File: src/rtl/uart_pkg.sv
// uart_pkg: shared UART state encodings and counter-width helper
package uart_pkg;
  typedef enum logic [2:0] {IDLE, START, DATA, STOP, BREAK} uart_rx_state_t;
  typedef enum logic [1:0] {TX_IDLE, TX_START, TX_DATA, TX_STOP} uart_tx_state_t;
  // Width of a counter that must hold values 0..n-1 (never narrower than 1 bit)
  function automatic int ctr_width(input int n);
    return (n > 1) ? $clog2(n) : 1;
  endfunction
endpackage

File: src/rtl/sync_2ff.sv
// sync_2ff: two-stage synchronizer for an asynchronous pad input
//   clk, rst : clock, asynchronous active-high reset (both stages load RST_VAL)
//   i_d      : asynchronous input
//   o_q      : synchronized output, two clocks behind i_d
module sync_2ff #(
  parameter logic RST_VAL = 1'b0
) (
  input  logic clk,
  input  logic rst,
  input  logic i_d,
  output logic o_q
);
  logic r_meta;
  always_ff @(posedge clk or posedge rst)
    if (rst) {o_q, r_meta} <= {2{RST_VAL}};
    else {o_q, r_meta} <= {r_meta, i_d};
endmodule

File: src/rtl/uart_receiver.sv
// uart_receiver: UART receive engine with one-entry valid/ready holding register
//   clk, rst  : clock, asynchronous active-high reset
//   RX        : serial line, idle high, asynchronous to clk
//   R_W       : received word, valid while R_valid
//   R_valid   : holding register full; R_ready accepts it
//   R_locked  : frame reception in progress
//   frame_err : one-cycle pulse, stop bit sampled low
//   overrun   : one-cycle pulse, word dropped because holding register was full
module uart_receiver
  import uart_pkg::*;
#(
  parameter int clk_reduction = 64,
  parameter int word_width = 8
) (
  input  logic                  clk,
  input  logic                  rst,
  input  logic                  RX,
  input  logic                  R_ready,
  output logic [word_width-1:0] R_W,
  output logic                  R_valid,
  output logic                  R_locked,
  output logic                  frame_err,
  output logic                  overrun
);
  localparam int CNT_W = ctr_width(clk_reduction);
  localparam int IDX_W = ctr_width(word_width + 1);
  localparam logic [CNT_W-1:0] HALF = CNT_W'(clk_reduction / 2 - 1);
  localparam logic [CNT_W-1:0] FULL = CNT_W'(clk_reduction - 1);
  localparam logic [IDX_W-1:0] LAST = IDX_W'(word_width - 1);
  logic                  w_rxs;
  logic [word_width:0]   w_shift_in;
  uart_rx_state_t        r_state;
  logic [CNT_W-1:0]      r_cnt;
  logic [IDX_W-1:0]      r_idx;
  logic [word_width-1:0] r_shift;
  sync_2ff #(.RST_VAL(1'b1)) u_sync (.clk(clk), .rst(rst), .i_d(RX), .o_q(w_rxs));
  // LSB-first: each new bit enters at the MSB and the word slides right
  assign w_shift_in = {w_rxs, r_shift};
  assign R_locked = r_state != IDLE;
  always_ff @(posedge clk or posedge rst)
    if (rst) begin
      r_state   <= IDLE;
      r_cnt     <= '0;
      r_idx     <= '0;
      r_shift   <= '0;
      R_W       <= '0;
      R_valid   <= 1'b0;
      frame_err <= 1'b0;
      overrun   <= 1'b0;
    end else begin
      frame_err <= 1'b0;
      overrun   <= 1'b0;
      r_cnt     <= r_cnt + CNT_W'(1);
      if (R_valid && R_ready) R_valid <= 1'b0;
      case (r_state)
        IDLE: if (!w_rxs) begin
          r_state <= START;
          r_cnt   <= '0;
        end
        START: if (r_cnt == HALF) begin
          r_cnt   <= '0;
          r_idx   <= '0;
          r_state <= w_rxs ? IDLE : DATA;
        end
        DATA: if (r_cnt == FULL) begin
          r_cnt   <= '0;
          r_shift <= w_shift_in[word_width:1];
          r_idx   <= r_idx + IDX_W'(1);
          if (r_idx == LAST) r_state <= STOP;
        end
        // Stop is sampled mid-bit, so IDLE is reached half a bit early and a
        // back-to-back start edge is never missed
        STOP: if (r_cnt == FULL) begin
          r_cnt <= '0;
          if (!w_rxs) begin
            frame_err <= 1'b1;
            r_state   <= BREAK;
          end else begin
            r_state <= IDLE;
            if (!R_valid || R_ready) begin
              R_W     <= r_shift;
              R_valid <= 1'b1;
            end else overrun <= 1'b1;
          end
        end
        // A line held low after a bad stop bit must not look like a new start
        BREAK: if (w_rxs) r_state <= IDLE;
        default: r_state <= IDLE;
      endcase
    end
endmodule

File: config.mk
export PLATFORM = sky130hd
export DESIGN_NAME = uart_receiver
export DESIGN_NICKNAME = d
export VERILOG_FILES = /design/src/rtl/uart_pkg.sv /design/src/rtl/sync_2ff.sv /design/src/rtl/uart_receiver.sv
export SDC_FILE = /design/constraint.sdc
export NUM_CORES = 1
export LEC_CHECK = 0
export ABC_CLOCK_PERIOD_IN_PS = 2900
export BUFFER_PORTS_ARGS = -buffer_cell sky130_fd_sc_hd__buf_2
export CAP_MARGIN = 0
export CORE_ASPECT_RATIO = 0.7
export CORE_MARGIN = 3
export CORE_UTILIZATION = 61
export CTS_CLUSTER_SIZE = 28
export DETAILED_ROUTE_END_ITERATION = 6
export PLACE_DENSITY = 0.82
export RECOVER_POWER = 50
export SLEW_MARGIN = 5
export SYNTH_ARGS = -nofsm -noshare
export SYNTH_HDL_FRONTEND = slang
export SYNTH_SLANG_ARGS = --single-unit
File: constraint.sdc
create_clock -name clk -period 2.9 [get_ports clk]
set_input_delay 0.145 -clock clk [delete_from_list [all_inputs] [get_ports clk]]
set_output_delay 0.145 -clock clk [all_outputs]
set_load 0.005 [all_outputs]
==> out/qor.yml, run 1 <==
status: "finished, violations left"
violations: "max-capacitance violations, max-slew violations"
yosys.area_share.simple_pct: 15.83
numPortBuffers: 15
finClkSkew_ps: 12.26
nets: 148
layout_commonest_cell: "dfrtp_1"
synth.area.mux_share_pct: 12.70
max_freq_mhz: 441.5
worst_ep_required_time_ps: 3110
crit_path_max_fanout: 8
yosysUniqueCellTypes: 34
worstSkewPairLatency_ps: 330
cap_viol_max_count: 1
synth_top_family_by_area: "simple AND/OR/NAND/NOR gates"
synth_fa_ha_area_share_pct: 1.693
regToRegSetupSlack_ps: 640
finalCriticalPeriod_ps: 2265
synth_top_area_cell: "dfrtp_1"
rsz0062_at_grt: "no"
setup_viol: 0
grt_first_pass_wirelength_um: 4057
p_leak_nw: 0.8008
cts.path.max_buffers: 2
syn_area_per_cell_sq_um: 12.01
path_depth: 5
reg2reg_depth: 5
routed_wl_um: 2541
grt_use_total_pct: 18.75
fp.dieW_um: 64.83
fp-row-count: 14
syn_to_final_growth_pct: 10.33
startpoint: "r_cnt[0]"
num_vias: 974
start_util_pct: 66.42
hold_path.startpoint: "R_ready"
fillers: 160
cts.clk_slew.worst_paths_ps: 100
crit-reg2reg-launch: "r_cnt[0]"
fin_setup_tns_ps: 0
clock-root-buffer: "clkbuf_4"
synth.top_cell.area_share_pct: 54.19
critPathSlowestCell: "nor2b_1"
fin_util_pct: 73.28
yosys_warnings: 0
drcViolationCount: 0
drive_gt1_share_pct: 25.17
r2r_end: "R_W[5]"
synth_cells: 123
peakVddDrop_mv: 0.3436
drv_slew: 35
vias_per_cell: 5.566
finalCritPeriodShare_pct: 78.10
powerDensity_nw_per_um2: 506.9
synth_area_sq_um: 1478
setup.worst_path.class: "reg -> reg"
netlist_top_cells_area: "dfrtp_1 54%, mux2_2 6.9%, mux2_4 5.1%"
cp.buffers_inverters: 0
crit_chain: "ha_1, and4_1, nand4_1, nor2b_1, mux2_2"
synthXorXnorAreaFrac_pct: 2.371
slew_headroom_pct: -14.62
syn_nets: 129
fp.dieH_um: 47.18
core_region_area_sq_um: 2225
end_kind: "register"
hold_viol: 0
grt_overflow: 0
gp_congestion: 0.9045
io_pins: 16
antenna_found_initial: 0
cts_tree: "done"
numClockSinks: 34
hpwl_um: 1824
arrival_ps: 2470
synth_compound_area_share_pct: 6.435
cts_made_buffers: 5
antenna_cells: 0
routedWlPerCell_um: 14.52
ant_nets: 0
synth-seq-cells: 34
critPathLaunchType: "register"
dr.pass1.iters: 4
design.die.area_sq_um: 3058
cp_slowest_stage_delay_ps: 600
drt_iter0_drc: 59
htree_num_levels: 2
grt_max_degree: 35
crit_path_end: "R_W[5]"
ys_seq_area_share_pct: 57.75
mostFrequentLayoutCells: "32 x dfrtp_1, 13 x buf_2, 12 x nor2_1"
hold_class: "in -> reg"
worst_pin_slew_ps: 1719
grt_pass1_vias: 877
crit_family: "simple AND/OR/NAND/NOR gates"
==> sequential cells by signal (all words and copies together) (netlist names) <==
register,flops
overrun,1
u_sync.o_q,1
r_state,3
r_idx,4
R_W,8
r_cnt,6
u_sync.r_meta,1
R_valid,1
r_shift,8
frame_err,1
==> power by group <==
group / switching (mW) / internal [mW] / leakage, nW
Combinational: 0.0307 / 0.0295 / 0.318
Sequential: 0.0275 / 0.499 / 0.456
Clock: 0.143 / 0.0966 / 0.0265
==> kinds of logic (layout without fill, tap and decap cells) <==
group / count (synthesis) / count (layout)
compound gates: 14 / 14
flops: 34 / 34
xor+xnor: 4 / 4
mux: 15 / 15
buf+inv: 10 / 30
fa+ha+maj: 2 / 2
simple gates: 44 / 44
==> metal layers <==
metal	up-vias	wire (um)	global-route usage, %
met5	-	0	0
met4	0	8	6.303
met3	2	123	7.895
met2	24	1150	30.89
met1	481	1259	22.90
li1	467	-	-
==> Yosys cell counts <==
cell type	count
dfrtp_1	32
nor2_1	12
mux2_2	9
nand2_1	8
mux2_4	5
nand3_1	5
o21ai_0	5
inv_1	4
xnor2_1	4
clkbuf_1	3
a211oi_1	2
a21oi_1	2
a31oi_1	2
and3b_1	2
buf_2	2
dfstp_2	2
ha_1	2
nand2b_1	2
nor2b_1	2
nor3_1	2
nor3b_1	2
or3_1	2
a311oi_1	1
and2_1	1
and3_1	1
and4_1	1
buf_6	1
mux2_1	1
nand4_1	1
nor4_1	1
o211ai_1	1
o311ai_2	1
or3_4	1
or3b_1	1
==> what timing repair did <==
item,in CTS,in global routing
gates resized for setup,0,0
hold buffers,2,0
hold endpoints to repair,33,0
setup buffers,0,0
==> how the worst min path moves through the flow <==
stage	endpoint	slack, ps	cells past startpoint
CTS	R_valid	120	3
global route	R_valid	120	3
global placement	r_shift[5]	240	3
detailed placement	r_shift[6]	250	3
finish	R_valid	130	3
floorplan	u_sync.r_meta	150	0
==> layout make-up <==
class / instances / area, sq um / share of cell area (%)
inverter: 4 / 15.01 / 0.9210
multi-input combinational: 79 / 576.8 / 35.38
sequential: 34 / 853.3 / 52.34
clock buffer: 8 / 48.80 / 2.993
tap: 32 / 40.04 / 2.456
timing repair buffer: 18 / 96.34 / 5.909
==> stage by stage <==
| stage | std cells | hold WS [ps] | setup slack (ps) | total power [mW] | cell area, sq um |
|---|---|---|---|---|---|
| finish | 175 | 131.5 | 635.1 | 0.8264 | 1630 |
| global route | 175 | 117.4 | 539.5 | 0.8654 | 1630 |
| CTS | 175 | 115.9 | 671.4 | 0.8326 | 1637 |
| detailed placement | 165 | 251.6 | 668.7 | 0.5933 | 1568 |
| global placement | 165 | 243.1 | 804.4 | 0.5876 | 1568 |
| floorplan | 123 | 149.5 | 1150 | 0.5746 | 1478 |
==> worst min-delay path: stages <==
cell	delay (ps)
buf_2	70
nand2b_1	150
nand2_1	60
No activity file was read; power rests on OpenSTA's default activity.
==> run 2: changes to the inputs <==
ABC_CLOCK_PERIOD_IN_PS = 2140   (was 2900)
CORE_UTILIZATION = 56   (was 61)
PLACE_DENSITY = 0.77   (was 0.82)
clock period = 2.14 ns   (was 2.9 ns; I/O delays follow)
==> run 2 against run 1 <==
  * Register-to-register slack worse by 400 ps
  * Worst setup slack worse by 400 ps
  * Cell count is 1.1% higher
  * Highest routed layer unchanged
  * Largest cell class unchanged
  * Global-route usage is 1.0 points higher
  * The flow now finishes without violations
==> out/qor.yml, run 2 (same netlist as run 1, synthesis figures left out) <==
status: "completed"
syn_to_final_growth_pct: 13.89
grt_pass1_vias: 986
io_pins: 16
layout_commonest_cell: "dfrtp_1"
cts.path.max_buffers: 2
fp.dieW_um: 67.40
start_util_pct: 63.91
vias_per_cell: 5.395
mostFrequentLayoutCells: "32 x dfrtp_1, 12 x nor2_1, 9 x mux2_2, 9 x buf_2"
hold_class: "in -> reg"
drcViolationCount: 0
hpwl_um: 1850
crit_family: "simple AND/OR/NAND/NOR gates"
holdBufCountCts: 2
fin_util_pct: 72.78
finalCriticalPeriod_ps: 1904
design.die.area_sq_um: 3301
cts_resized: 0
core_region_area_sq_um: 2312
drv_slew: 0
numPortBuffers: 15
hold_path.startpoint: "R_ready"
fin_setup_tns_ps: 0
routed_wl_um: 2574
cts_made_buffers: 5
num_vias: 955
fp-row-count: 14
post_cts_buffers: 0
htree_num_levels: 2
grt_max_degree: 20
setup.worst_path.class: "reg -> reg"
gp_congestion: 0.8516
finalCritPeriodShare_pct: 88.98
nets: 150
routedWlPerCell_um: 14.54
grt_first_pass_wirelength_um: 4671
rsz0062_at_grt: "no"
crit-reg2reg-launch: "r_cnt[0]"
antenna_cells: 0
startpoint: "r_cnt[0]"
cp.buffers_inverters: 1
worst_ep_required_time_ps: 2300
cts.clk_slew.worst_paths_ps: 70
worst_pin_slew_ps: 821.3
stdcell_area_sq_um: 1683
placed_area_sq_um: 1583
crit_path_max_fanout: 8
clock-root-buffer: "clkbuf_8"
slew_headroom_pct: 45.25
arrival_ps: 2060
hold_viol: 0
grt_overflow: 0
setup_viol: 0
top_regs: "R_W x8, r_shift x8, r_cnt x6"
fillers: 165
antenna_found_initial: 0
critPathLaunchType: "register"
numClockSinks: 34
peakVddDrop_mv: 0.4125
drive_gt1_share_pct: 24.83
finClkSkew_ps: 6.126
cts_tree: "done"
fp.dieH_um: 48.98
drt_iter0_drc: 94
grt_use_total_pct: 19.78
max_freq_mhz: 525.2
cp_slowest_stage_delay_ps: 380
powerDensity_nw_per_um2: 749.9
cap_viol_max_count: 0
ant_nets: 0
crit_chain: "ha_1, and4_1, nand4_1, nor2b_1, buf_4, mux2_2"
critPathSlowestCell: "dfrtp_1"
dr.pass1.iters: 4
end_kind: "register"
p_leak_nw: 0.8150
worstSkewPairLatency_ps: 270
## run 2: cell types whose count changed in the layout (fill, tap and decap cells not counted), sizes merged
| cell | change |
|---|---|
| clkinv | +1 |
| buf | -2 |
| clkbuf | +3 |
## run 2: per-layer routing
layer	global-route usage [%]	wire length (um)
met1	29.11	1256
met5	0	0
met2	27.08	1123
met3	6.452	182
met4	7.071	11
## run 2: area by class of cell
class                   count  area [sq um]  share of cell area (%)
clock buffers               7         86.33                   5.130
well taps                  32         40.04                   2.379
multi-input cells          79         576.8                   34.28
clock inverters             1         5.005                  0.2974
repair buffers             20         106.4                   6.320
inverters                   4         15.01                  0.8922
flip-flops and latches     34         853.3                   50.71
## run 2: path summary, 6_finish.rpt
check                              to  slack, ps  depth (start not counted)
setup / recovery               R_W[3]        240                          6
hold / removal                overrun        130                          3
setup reg to reg               R_W[3]        240                          6
hold reg to reg            u_sync.o_q        360                          0
max in group asynchronous    r_cnt[4]        490                          4
min in group asynchronous  r_shift[2]        480                          3
## run 2: metrics by stage
step	instances	setup WS [ps]	power (mW)	hold slack, ps
5_1_grt	177	78.69	1.332	166.0
3_3_place_gp	167	340.7	0.8004	214.0
2_1_floorplan	123	389.8	0.7786	111.5
6_report	177	235.8	1.262	129.6
3_5_place_dp	167	249.0	0.8017	213.2
4_1_cts	177	237.0	1.281	120.6
## run 2: report_power, final
group | internal (mW) | switching, mW | leakage, nW | total [mW]
clock | 0.259 | 0.207 | 0.0482 | 0.467
sequential | 0.677 | 0.0343 | 0.456 | 0.711
combinational | 0.0407 | 0.0436 | 0.311 | 0.0843
## run 2: worst min-delay path, delay by kind of cell
family | cells | cell delay [ps]
AND/OR/NAND/NOR | 2 | 190
buffers and inverters | 1 | 70
